[config.mk]
export PLATFORM = sky130hd
export DESIGN_NAME = div_seq_flat
export DESIGN_NICKNAME = d
export VERILOG_FILES = /design/src/rtl/div_seq_pkg.sv /design/src/rtl/div_seq_if.sv /design/src/rtl/div_seq_step.sv /design/src/rtl/div_seq.sv /design/src/flat_wrapper.sv
export SDC_FILE = /design/constraint.sdc
export NUM_CORES = 1
export LEC_CHECK = 0
export BUFFER_PORTS_ARGS = -buffer_cell sky130_fd_sc_hd__buf_2
export CAP_MARGIN = 20
export CELL_PAD_IN_SITES_DETAIL_PLACEMENT = 1
export CELL_PAD_IN_SITES_GLOBAL_PLACEMENT = 2
export CORE_AREA = 2 2 197 199
export CTS_CLUSTER_SIZE = 20
export DETAILED_ROUTE_END_ITERATION = 12
export DIE_AREA = 0 0 199 201
export HOLD_SLACK_MARGIN = 0.03
export PLACE_DENSITY_LB_ADDON = 0.1
export SLEW_MARGIN = 10
export SYNTH_ARGS = -nofsm -noshare
export SYNTH_HDL_FRONTEND = slang
export SYNTH_SLANG_ARGS = --single-unit
[constraint.sdc]
create_clock -name clk -period 3.5 [get_ports clk]
set_input_delay 0 -clock clk [delete_from_list [all_inputs] [get_ports clk]]
set_output_delay 0 -clock clk [all_outputs]
set_load 0.005 [all_outputs]
[src/rtl/div_seq_pkg.sv]
// Shared types and constants for the iterative divider.
package div_pkg;

    // Default operand width and iteration counter width (counter must hold WIDTH).
    localparam int DEF_WIDTH = 32;
    localparam int DEF_CNT_W = 6;

    // Field split of the packed result z = {remainder, quotient}.
    localparam int REM_HI = 2*DEF_WIDTH-1;
    localparam int REM_LO = DEF_WIDTH;
    localparam int QUO_HI = DEF_WIDTH-1;
    localparam int QUO_LO = 0;

    // Controller states.
    typedef enum logic [1:0] {
        IDLE = 2'd0,
        CALC = 2'd1,
        FIX  = 2'd2
    } state_t;

endpackage

[src/rtl/div_seq_if.sv]
// Request/result bundle between the core and the divider.
//
// Handshake: start is a request that is taken only when busy==0 (controller
// idle); a start seen while busy is dropped. sign/a/b must be valid in the
// cycle start is taken. done is a one-cycle pulse marking z/dbz valid; they
// then hold until the next result or reset. dbg_state mirrors the controller
// state for observation only.
interface div_seq_if
    import div_pkg::*;
#(
    parameter int WIDTH = DEF_WIDTH
);
    logic               start;
    logic               sign;
    logic [WIDTH-1:0]   a;
    logic [WIDTH-1:0]   b;
    logic [2*WIDTH-1:0] z;
    logic               busy;
    logic               done;
    logic               dbz;
    state_t             dbg_state;

    modport master (
        output start, sign, a, b,
        input  z, busy, done, dbz, dbg_state
    );

    modport slave (
        input  start, sign, a, b,
        output z, busy, done, dbz, dbg_state
    );
endinterface

[src/rtl/div_seq_step.sv]
// One restoring radix-2 division step: shift {rem,quo} left, trial-subtract.
module div_step #(
    parameter int WIDTH = 32
) (
    input  logic [WIDTH-1:0] rem,
    input  logic [WIDTH-1:0] quo,
    input  logic [WIDTH-1:0] divisor,
    output logic [WIDTH-1:0] rem_nxt,
    output logic [WIDTH-1:0] quo_nxt
);

    // One extra bit on the shifted remainder so the borrow of the trial
    // subtraction lands in diff[WIDTH] instead of being lost.
    logic [WIDTH:0] rem_sh;
    logic [WIDTH:0] diff;

    // Trial subtraction; keep the difference only if it did not borrow.
    always_comb begin
        rem_sh = {rem, quo[WIDTH-1]};
        diff   = rem_sh - {1'b0, divisor};
        if (!diff[WIDTH]) begin
            rem_nxt = diff[WIDTH-1:0];
            quo_nxt = {quo[WIDTH-2:0], 1'b1};
        end else begin
            // Borrow means rem_sh < divisor < 2^WIDTH, so the top bit is zero.
            rem_nxt = rem_sh[WIDTH-1:0];
            quo_nxt = {quo[WIDTH-2:0], 1'b0};
        end
    end

endmodule

[src/rtl/div_seq.sv]
// Iterative signed/unsigned divider for DIV/DIVU: one quotient bit per clock,
// result packed as z = {remainder, quotient} to feed HI/LO.
module div_seq
    import div_pkg::*;
#(
    parameter int WIDTH = DEF_WIDTH,
    parameter int CNT_W = DEF_CNT_W
) (
    input  logic      clk,
    input  logic      reset,
    div_seq_if.slave  bus
);

    localparam logic [CNT_W-1:0] LAST_STEP = CNT_W'(WIDTH-1);

    state_t             state;
    state_t             state_nxt;
    logic [CNT_W-1:0]   cnt;
    logic [WIDTH-1:0]   rem;
    logic [WIDTH-1:0]   quo;
    logic [WIDTH-1:0]   dvs;
    logic [WIDTH-1:0]   a_cap;
    logic [WIDTH-1:0]   b_cap;
    logic               neg_q;
    logic               neg_r;
    logic [2*WIDTH-1:0] z_r;
    logic               dbz_r;
    logic               done_r;
    logic [WIDTH-1:0]   rem_step;
    logic [WIDTH-1:0]   quo_step;
    logic [WIDTH-1:0]   a_mag;
    logic [WIDTH-1:0]   b_mag;
    logic [WIDTH-1:0]   rem_fix;
    logic [WIDTH-1:0]   quo_fix;

    div_step #(.WIDTH(WIDTH)) u_step (
        .rem     (rem),
        .quo     (quo),
        .divisor (dvs),
        .rem_nxt (rem_step),
        .quo_nxt (quo_step)
    );

    // Operand magnitudes (two's-complement negate only for signed negatives;
    // 0x80..0 stays 0x80..0, read as unsigned) and sign-corrected results.
    always_comb begin
        a_mag   = (bus.sign && bus.a[WIDTH-1]) ? -bus.a : bus.a;
        b_mag   = (bus.sign && bus.b[WIDTH-1]) ? -bus.b : bus.b;
        rem_fix = neg_r ? -rem : rem;
        quo_fix = neg_q ? -quo : quo;
    end

    // State register.
    always_ff @(posedge clk) begin
        if (reset) begin
            state <= IDLE;
        end else begin
            state <= state_nxt;
        end
    end

    // Next-state logic.
    always_comb begin
        state_nxt = state;
        case (state)
            IDLE:    if (bus.start) state_nxt = CALC;
            CALC:    if (cnt == LAST_STEP) state_nxt = FIX;
            FIX:     state_nxt = IDLE;
            default: state_nxt = IDLE;
        endcase
    end

    // Outputs decoded from state plus the registered result.
    always_comb begin
        bus.busy      = (state == CALC) || (state == FIX);
        bus.dbg_state = state;
        bus.z         = z_r;
        bus.dbz       = dbz_r;
        bus.done      = done_r;
    end

    // Datapath: operand capture, iteration, sign fix-up and result registers.
    always_ff @(posedge clk) begin
        if (reset) begin
            cnt    <= '0;
            rem    <= '0;
            quo    <= '0;
            dvs    <= '0;
            a_cap  <= '0;
            b_cap  <= '0;
            neg_q  <= 1'b0;
            neg_r  <= 1'b0;
            z_r    <= '0;
            dbz_r  <= 1'b0;
            done_r <= 1'b0;
        end else begin
            done_r <= 1'b0;
            case (state)
                IDLE: begin
                    if (bus.start) begin
                        rem   <= '0;
                        quo   <= a_mag;
                        dvs   <= b_mag;
                        a_cap <= bus.a;
                        b_cap <= bus.b;
                        neg_q <= bus.sign & (bus.a[WIDTH-1] ^ bus.b[WIDTH-1]);
                        neg_r <= bus.sign & bus.a[WIDTH-1];
                        cnt   <= '0;
                    end
                end
                CALC: begin
                    rem <= rem_step;
                    quo <= quo_step;
                    cnt <= cnt + 1'b1;
                end
                FIX: begin
                    // Divide by zero: pin the result so it does not depend on sign.
                    if (b_cap == '0) begin
                        z_r   <= {a_cap, {WIDTH{1'b1}}};
                        dbz_r <= 1'b1;
                    end else begin
                        z_r   <= {rem_fix, quo_fix};
                        dbz_r <= 1'b0;
                    end
                    done_r <= 1'b1;
                end
                default: ;
            endcase
        end
    end

endmodule

[src/flat_wrapper.sv]
// flat-port wrapper written by rule: the top's interface ports become plain ports
module div_seq_flat import div_pkg::*;
#(
    parameter int WIDTH = DEF_WIDTH,
    parameter int CNT_W = DEF_CNT_W
)
  (clk, reset, bus_start, bus_sign, bus_a, bus_b, bus_z, bus_busy, bus_done, bus_dbz, bus_dbg_state);
  div_seq_if #(.WIDTH(WIDTH)) bus_i ();
  input  logic clk;
  input  logic reset;
  input wire logic [$bits(bus_i.start)-1:0] bus_start;
  input wire logic [$bits(bus_i.sign)-1:0] bus_sign;
  input wire logic [$bits(bus_i.a)-1:0] bus_a;
  input wire logic [$bits(bus_i.b)-1:0] bus_b;
  output wire logic [$bits(bus_i.z)-1:0] bus_z;
  output wire logic [$bits(bus_i.busy)-1:0] bus_busy;
  output wire logic [$bits(bus_i.done)-1:0] bus_done;
  output wire logic [$bits(bus_i.dbz)-1:0] bus_dbz;
  output wire logic [$bits(bus_i.dbg_state)-1:0] bus_dbg_state;
  assign bus_i.start = bus_start;
  assign bus_i.sign = bus_sign;
  assign bus_i.a = bus_a;
  assign bus_i.b = bus_b;
  assign bus_z = bus_i.z;
  assign bus_busy = bus_i.busy;
  assign bus_done = bus_i.done;
  assign bus_dbz = bus_i.dbz;
  assign bus_dbg_state = bus_i.dbg_state;
  div_seq #(.WIDTH(WIDTH), .CNT_W(CNT_W)) u_core (.clk(clk), .reset(reset), .bus(bus_i));
endmodule
== Yosys cells after proc, flatten, opt, wreduce, memory -nomap -nowiden ==
Cells that the tools add are included.
W data, S select, Z words.

* $add $sub $neg: 6
* Eq/ne operators: 5
* Muxes and demuxes: 18
* Bitwise gates (word level): 3
* Reduce and logical (&&, ||, !) cells: 9

{| class="wikitable"
|+ Operator list
! operator !! count
|-
| $mux W32 || 7
|-
| $neg A32 Y32 || 4
|-
| $pmux W32 S2 || 2
|-
| $mux W64 || 1
|-
| $sub A33 B32 Y33 || 1
|-
| $logic_not A32 Y1 || 1
|-
| $pmux W6 S2 || 1
|-
| $add A6 B1 Y6 const B || 1
|-
| $eq A6 B5 Y1 const B || 1
|-
| $mux W6 || 1
|-
| $reduce_and A2 Y1 || 3
|-
| $mux W2 || 2
|-
| $pmux W2 S2 || 1
|-
| $mux W1 || 3
|-
| $and A1 B1 Y1 || 2
|-
| $eq A2 B1 Y1 const B || 1
|-
| $eq A2 B2 Y1 const B || 1
|-
| $logic_and A1 B1 Y1 || 2
|-
| $logic_not A2 Y1 || 1
|-
| $ne A2 B1 Y1 const B || 1
|-
| $ne A2 B2 Y1 const B || 1
|-
| $reduce_bool A2 Y1 || 1
|-
| $logic_or A1 B1 Y1 || 1
|-
| $xor A1 B1 Y1 || 1
|}

* Register bits: 236
* Input port bits: 68
* Output and inout port bits: 69

== Logic depth before layout (Yosys ltp) ==
* Word-level depth: 4
* Gate-level depth with buffers: 13

== Modules after synthesis ==
Synthesis repeated with hierarchy kept, for this count alone.

* Cell total of the unflattened synthesis: 1,729
* Area, all modules: 13,857.0 sq um

{| class="wikitable"
|+ Modules (own cells, without submodules)
! module !! instances !! cells each !! area an instance (sq um) !! seq. area each (sq um)
|-
| div_seq || 1 || 1,393 || 11,265.8 || 4,704.5
|-
| div_step || 1 || 336 || 2,591.2 || 0.0
|}

== Worst setup path after synthesis ==
OpenSTA, ideal clock, no wires.

* Path type: reg2reg
* Start point: register u_core.quo[31]
* End point: register u_core.rem[11]
* Library setup time: 62 ps
* Arrival: 3,100 ps
* Data required time: 3,438 ps
* Slack: 338 ps
* Stages on the path, launching flop included: 14
* Path buffers: 1
* Period minus slack after synthesis: 3,162 ps
* Cell sequence: dfxtp_1 > inv_1 > ha_1 > fa_1 > nand2b_1 > a21oi_1 > o211a_1 > o311ai_0 > a31o_2 > o21ai_1 > xor2_1 > clkbuf_1 > nand3_1 > nand3_1

* Word-level cells in the longest chain between the ends: 3

{| class="wikitable"
|+ Ends and longest elaborated chain
! item !! RTL line !! source
|-
| start, declared || div_seq.sv:20 || <nowiki>logic [WIDTH-1:0] quo;</nowiki>
|-
| start signal, assigned || div_seq.sv:102 || <nowiki>quo <= a_mag;</nowiki>
|-
| start signal, assigned || div_seq.sv:113 || <nowiki>quo <= quo_step;</nowiki>
|-
| $sub A33 B32 Y33 || div_seq_step.sv:20 || <nowiki>diff = rem_sh - {1'b0, divisor};</nowiki>
|-
| $mux W32 || div_seq_step.sv:21 || <nowiki>if (!diff[WIDTH]) begin</nowiki>
|-
| $pmux W32 S2 || div_seq.sv:98 || <nowiki>case (state)</nowiki>
|-
| end signal, assigned || div_seq.sv:112 || <nowiki>rem <= rem_step;</nowiki>
|-
| end, declared || div_seq.sv:19 || <nowiki>logic [WIDTH-1:0] rem;</nowiki>
|}

Every way passes these cells.
A chain may end at the register's enable or synchronous reset.

== Worst setup path in the final report ==
* Start point: register u_core.rem[11]
* End point: register u_core.rem[27]

* Word-level cells in the longest chain between the ends: 3

{| class="wikitable"
|+ Ends and longest elaborated chain
! item !! RTL line
|-
| $sub A33 B32 Y33 || div_seq_step.sv:20
|-
| $mux W32 || div_seq_step.sv:21
|-
| $pmux W32 S2 || div_seq.sv:98
|}

Every way passes these cells.

==> results.md <==
- Row count: 72
- TritonCTS Buffers: 29
- Syn nets: 1778
- Post-Syn Area: ~13000 µm²
- Slowest cell on the critical path: dfxtp_1
- Maximum operating frequency: 310 MHz
- Clock sink total: 235
- Yosys top cell area share: 36.1%
- Reg-to-reg startpoint: u_core.rem[11]$_SDFFE_PP0P_
- Main synth FF type: dfxtp_1
- Maximum VDD drop: 0.343 mV
- Pwr dens: ~430 nW/µm²
- Overall global routing resource usage: 23.1%
- R2R setup slack: 0.27 ns
- Async SR Flop Fraction: 0%
- TritonCTS clock tree: done
- Latest clock arrival within the worst-skew pair: 0.57 ns
- Die outline height: 201 µm
- Crit path kind: reg2reg
- Req. time, crit path: 3.94 ns
- Unique masters post-synth: 68
- DRC Markers: 0
- FF/Latch Area: 4700 µm²
- CTS clk-pin slew, worst paths: 0.06 ns
- Initial antenna violation count: 0
- Synth Register Bits: 235
- Crit path largest cell delay: 0.52 ns
- Slew @ Worst Pin: slightly above 0.7 ns
- Final setup fails: 0
- R2R depth: 10
- Via count: 12900
- CTS H-tree depth: 1
- # fillers: 4660
- Layout Nets: 2000
- Post-DP HPWL: 33700 µm
- Final std cells w/o fill: 2431
- Total wire length: 46400 µm
- Vias per cell: 5.30
- Multi-input gate area: slightly below 8000 µm²
- Core Region: 38100 µm²
- Layout Skew: approximately 0.018 ns
- Synth cell count leaders: 265 x nand2_1, 235 x dfxtp_1, 168 x nor2_1
- CTS root buf: clkbuf_16
- WL per Instance: about 19 µm
- Largest area contributor in the netlist: dfxtp_1
- Post-Synthesis Cells: 1669
- Max Slew Vio Count: 0
- Worst reg2reg endpoint: u_core.rem[27]$_SDFFE_PP0P_
- Setup TNS: 0 ns
- Min Hold Slack: 0.255 ns
- Status: finished clean
- Largest net degree at the start of global routing: 127
- EDFF count, synth: 0
- Clock Path Buffers: 3
- First-pass GRT wire length: around 74000 µm
- Final worst path period share: between 90% and 100%
- Worst Setup EP: u_core.rem[27]$_SDFFE_PP0P_
- CP Launch Type: flop
- Detailed Routing Iterations Pass 1: 6
- DRT iter0 DRCs: 575
- Share of cells above drive strength 1: 13.4%
- DRT antenna net count: 0
- Placed Area: 14400 µm²
- Die Wd: 199 µm
- Placed cells: 2263
- Vias in the first global route: 13300
- Most frequent cell after synthesis: nand2_1
- Ports: 137
- Crit path max fanout: 7
- Final Cell Area: 16500 µm²
- Initial Utilization: between 30% and 40%
- Port Buffer Count: 136
- Critical path buffer and inverter count: 0
- Min-Delay Path Class: in2reg
- Synth area leaders: dfxtp_1 36%, nand2_1 7.6%, xor2_1 5.4%, nor2_1 4.8%, a21oi_1 4.6%
- Critical Path AT: 3.67 ns
- Worst slack, placed: -0.00827 ns
- Final core occ: 43.3%
- Diodes inserted: 0
- RSZ-0062 raised after global routing: no
- Max Cap Viol: 0
- Levels on crit path: 10
- CP top delay family: compound AO/OA/AOI/OAI gates
- Setup slack after layout: 0.270 ns
- Slew HR: approximately 52%
- Cell Chain, Critical Path: ha_1 -> a21oi_1 -> o21ai_0 -> a211o_1 -> a2111oi_0 -> a31oi_1 -> a21boi_0 -> nor2_1 -> a311oi_1 -> o21ai_0
- Synth-to-layout area growth: 26.6%
- Leak pwr: 6.76 nW
- Setup crit start: u_core.rem[11]$_SDFFE_PP0P_
- Sequential cell area fraction in the yosys report: 36.1%
- Yosys Warn Count: 0
- GR Overflow Total: 0
- CP most frequent cell: o21ai_0
- Postcts setup bufs: 0
- Tot Pwr: 7.03 mW
- CP endpoint kind: flop
- Final hold violation count: 0
- RD Place Congestion: 0.818
- Die area: approximately 40000 µm²
- Synthesized area per cell: 7.82 µm²
- Tmin final: 3.23 ns
==> cells in the final DEF, fill, tap and decap left out, types with 27 or more instances in the layout <==
| master | netlist | layout |
|---|---|---|
| inv_1 | 58 | 58 |
| a21oi_1 | 121 | 120 |
| nor2_1 | 168 | 165 |
| dfxtp_1 | 235 | 235 |
| dlygate4sd3_1 | 0 | 114 |
| ha_1 | 40 | 39 |
| mux2i_1 | 27 | 27 |
| o21ai_0 | 86 | 86 |
| buf_4 | 0 | 44 |
| buf_2 | 0 | 135 |
| nand3_1 | 68 | 68 |
| xnor2_1 | 67 | 66 |
| clkbuf_16 | 0 | 29 |
| a211oi_1 | 36 | 36 |
| a222oi_1 | 30 | 30 |
| xor2_1 | 80 | 79 |
| nand2_1 | 265 | 264 |
==> final cells by class <==
type	instances	area share (%)
multi-input cells	1268	47.2
inverters	58	1.32
repair buffers	299	13.6
clock buffers	43	5.08
well taps	518	3.93
clock inverters	10	0.349
flip-flops and latches	235	28.5
==> worst reg2reg max path, stage by stage (launching register included) <==
cell       delay (ns)
dfxtp_1          0.52
ha_1             0.36
a21oi_1          0.25
o21ai_0          0.19
a211o_1          0.31
a2111oi_0        0.45
a31oi_1          0.24
a21boi_0         0.30
nor2_1           0.08
a311oi_1         0.28
o21ai_0          0.12
==> worst min path at each step <==
stage                                    end       from  cells past startpoint
2_1_floorplan  u_core.a_cap[27]$_SDFFE_PP0P_  bus_a[27]                      2
3_3_place_gp   u_core.a_cap[10]$_SDFFE_PP0P_  bus_a[10]                      3
3_5_place_dp   u_core.a_cap[10]$_SDFFE_PP0P_  bus_a[10]                      3
4_1_cts        u_core.a_cap[10]$_SDFFE_PP0P_  bus_a[10]                      4
5_1_grt         u_core.a_cap[9]$_SDFFE_PP0P_   bus_a[9]                      4
6_report       u_core.a_cap[10]$_SDFFE_PP0P_  bus_a[10]                      4
==> metal layers <==
metal  routed length [µm]  part of all wire [%]  track usage [%]  up-vias
met1                20600                    44             28.5     6273
met3                 1320                   2.8             2.72       55
li1                     -                     -                -     6379
met4                 1170                   2.5             5.89        0
met2                23300                    50             42.1      180
met5                    0                     0                0        -
==> flip-flops by register name (all words and copies together) (netlist names) <==
signal / count
u_core.a_cap: 32
u_core.b_cap: 32
u_core.bus.dbg_state: 2
u_core.bus.dbz: 1
u_core.bus.done: 1
u_core.bus.z: 64
u_core.cnt: 6
u_core.dvs: 31
u_core.neg_q: 1
u_core.neg_r: 1
u_core.quo: 32
u_core.rem: 32
==> logic make-up after synthesis <==
group | share of synthesized area, %
xor gates and xnor gates | 9.87
and+or+nand+nor | 21.8
buffers and inverters | 4.78
DFF | 36.1
muxes | 2.07
AOI/OAI and AO/OA | 21.5
adders and majority gates | 3.99
==> repair_timing <==
action,in CTS,in global routing
hold endpoints to repair,133,0
endpoints found under the setup margin,16,18
hold buffers,114,0
resized for setup,1,3
==> power by group <==
part	internal, mW	switching (mW)	leakage, nW
Sequential	2.80	0.109	1.92
Combinational	0.499	0.750	4.39
Clock	1.65	1.22	0.450
Power figures use the tool's default switching activity.
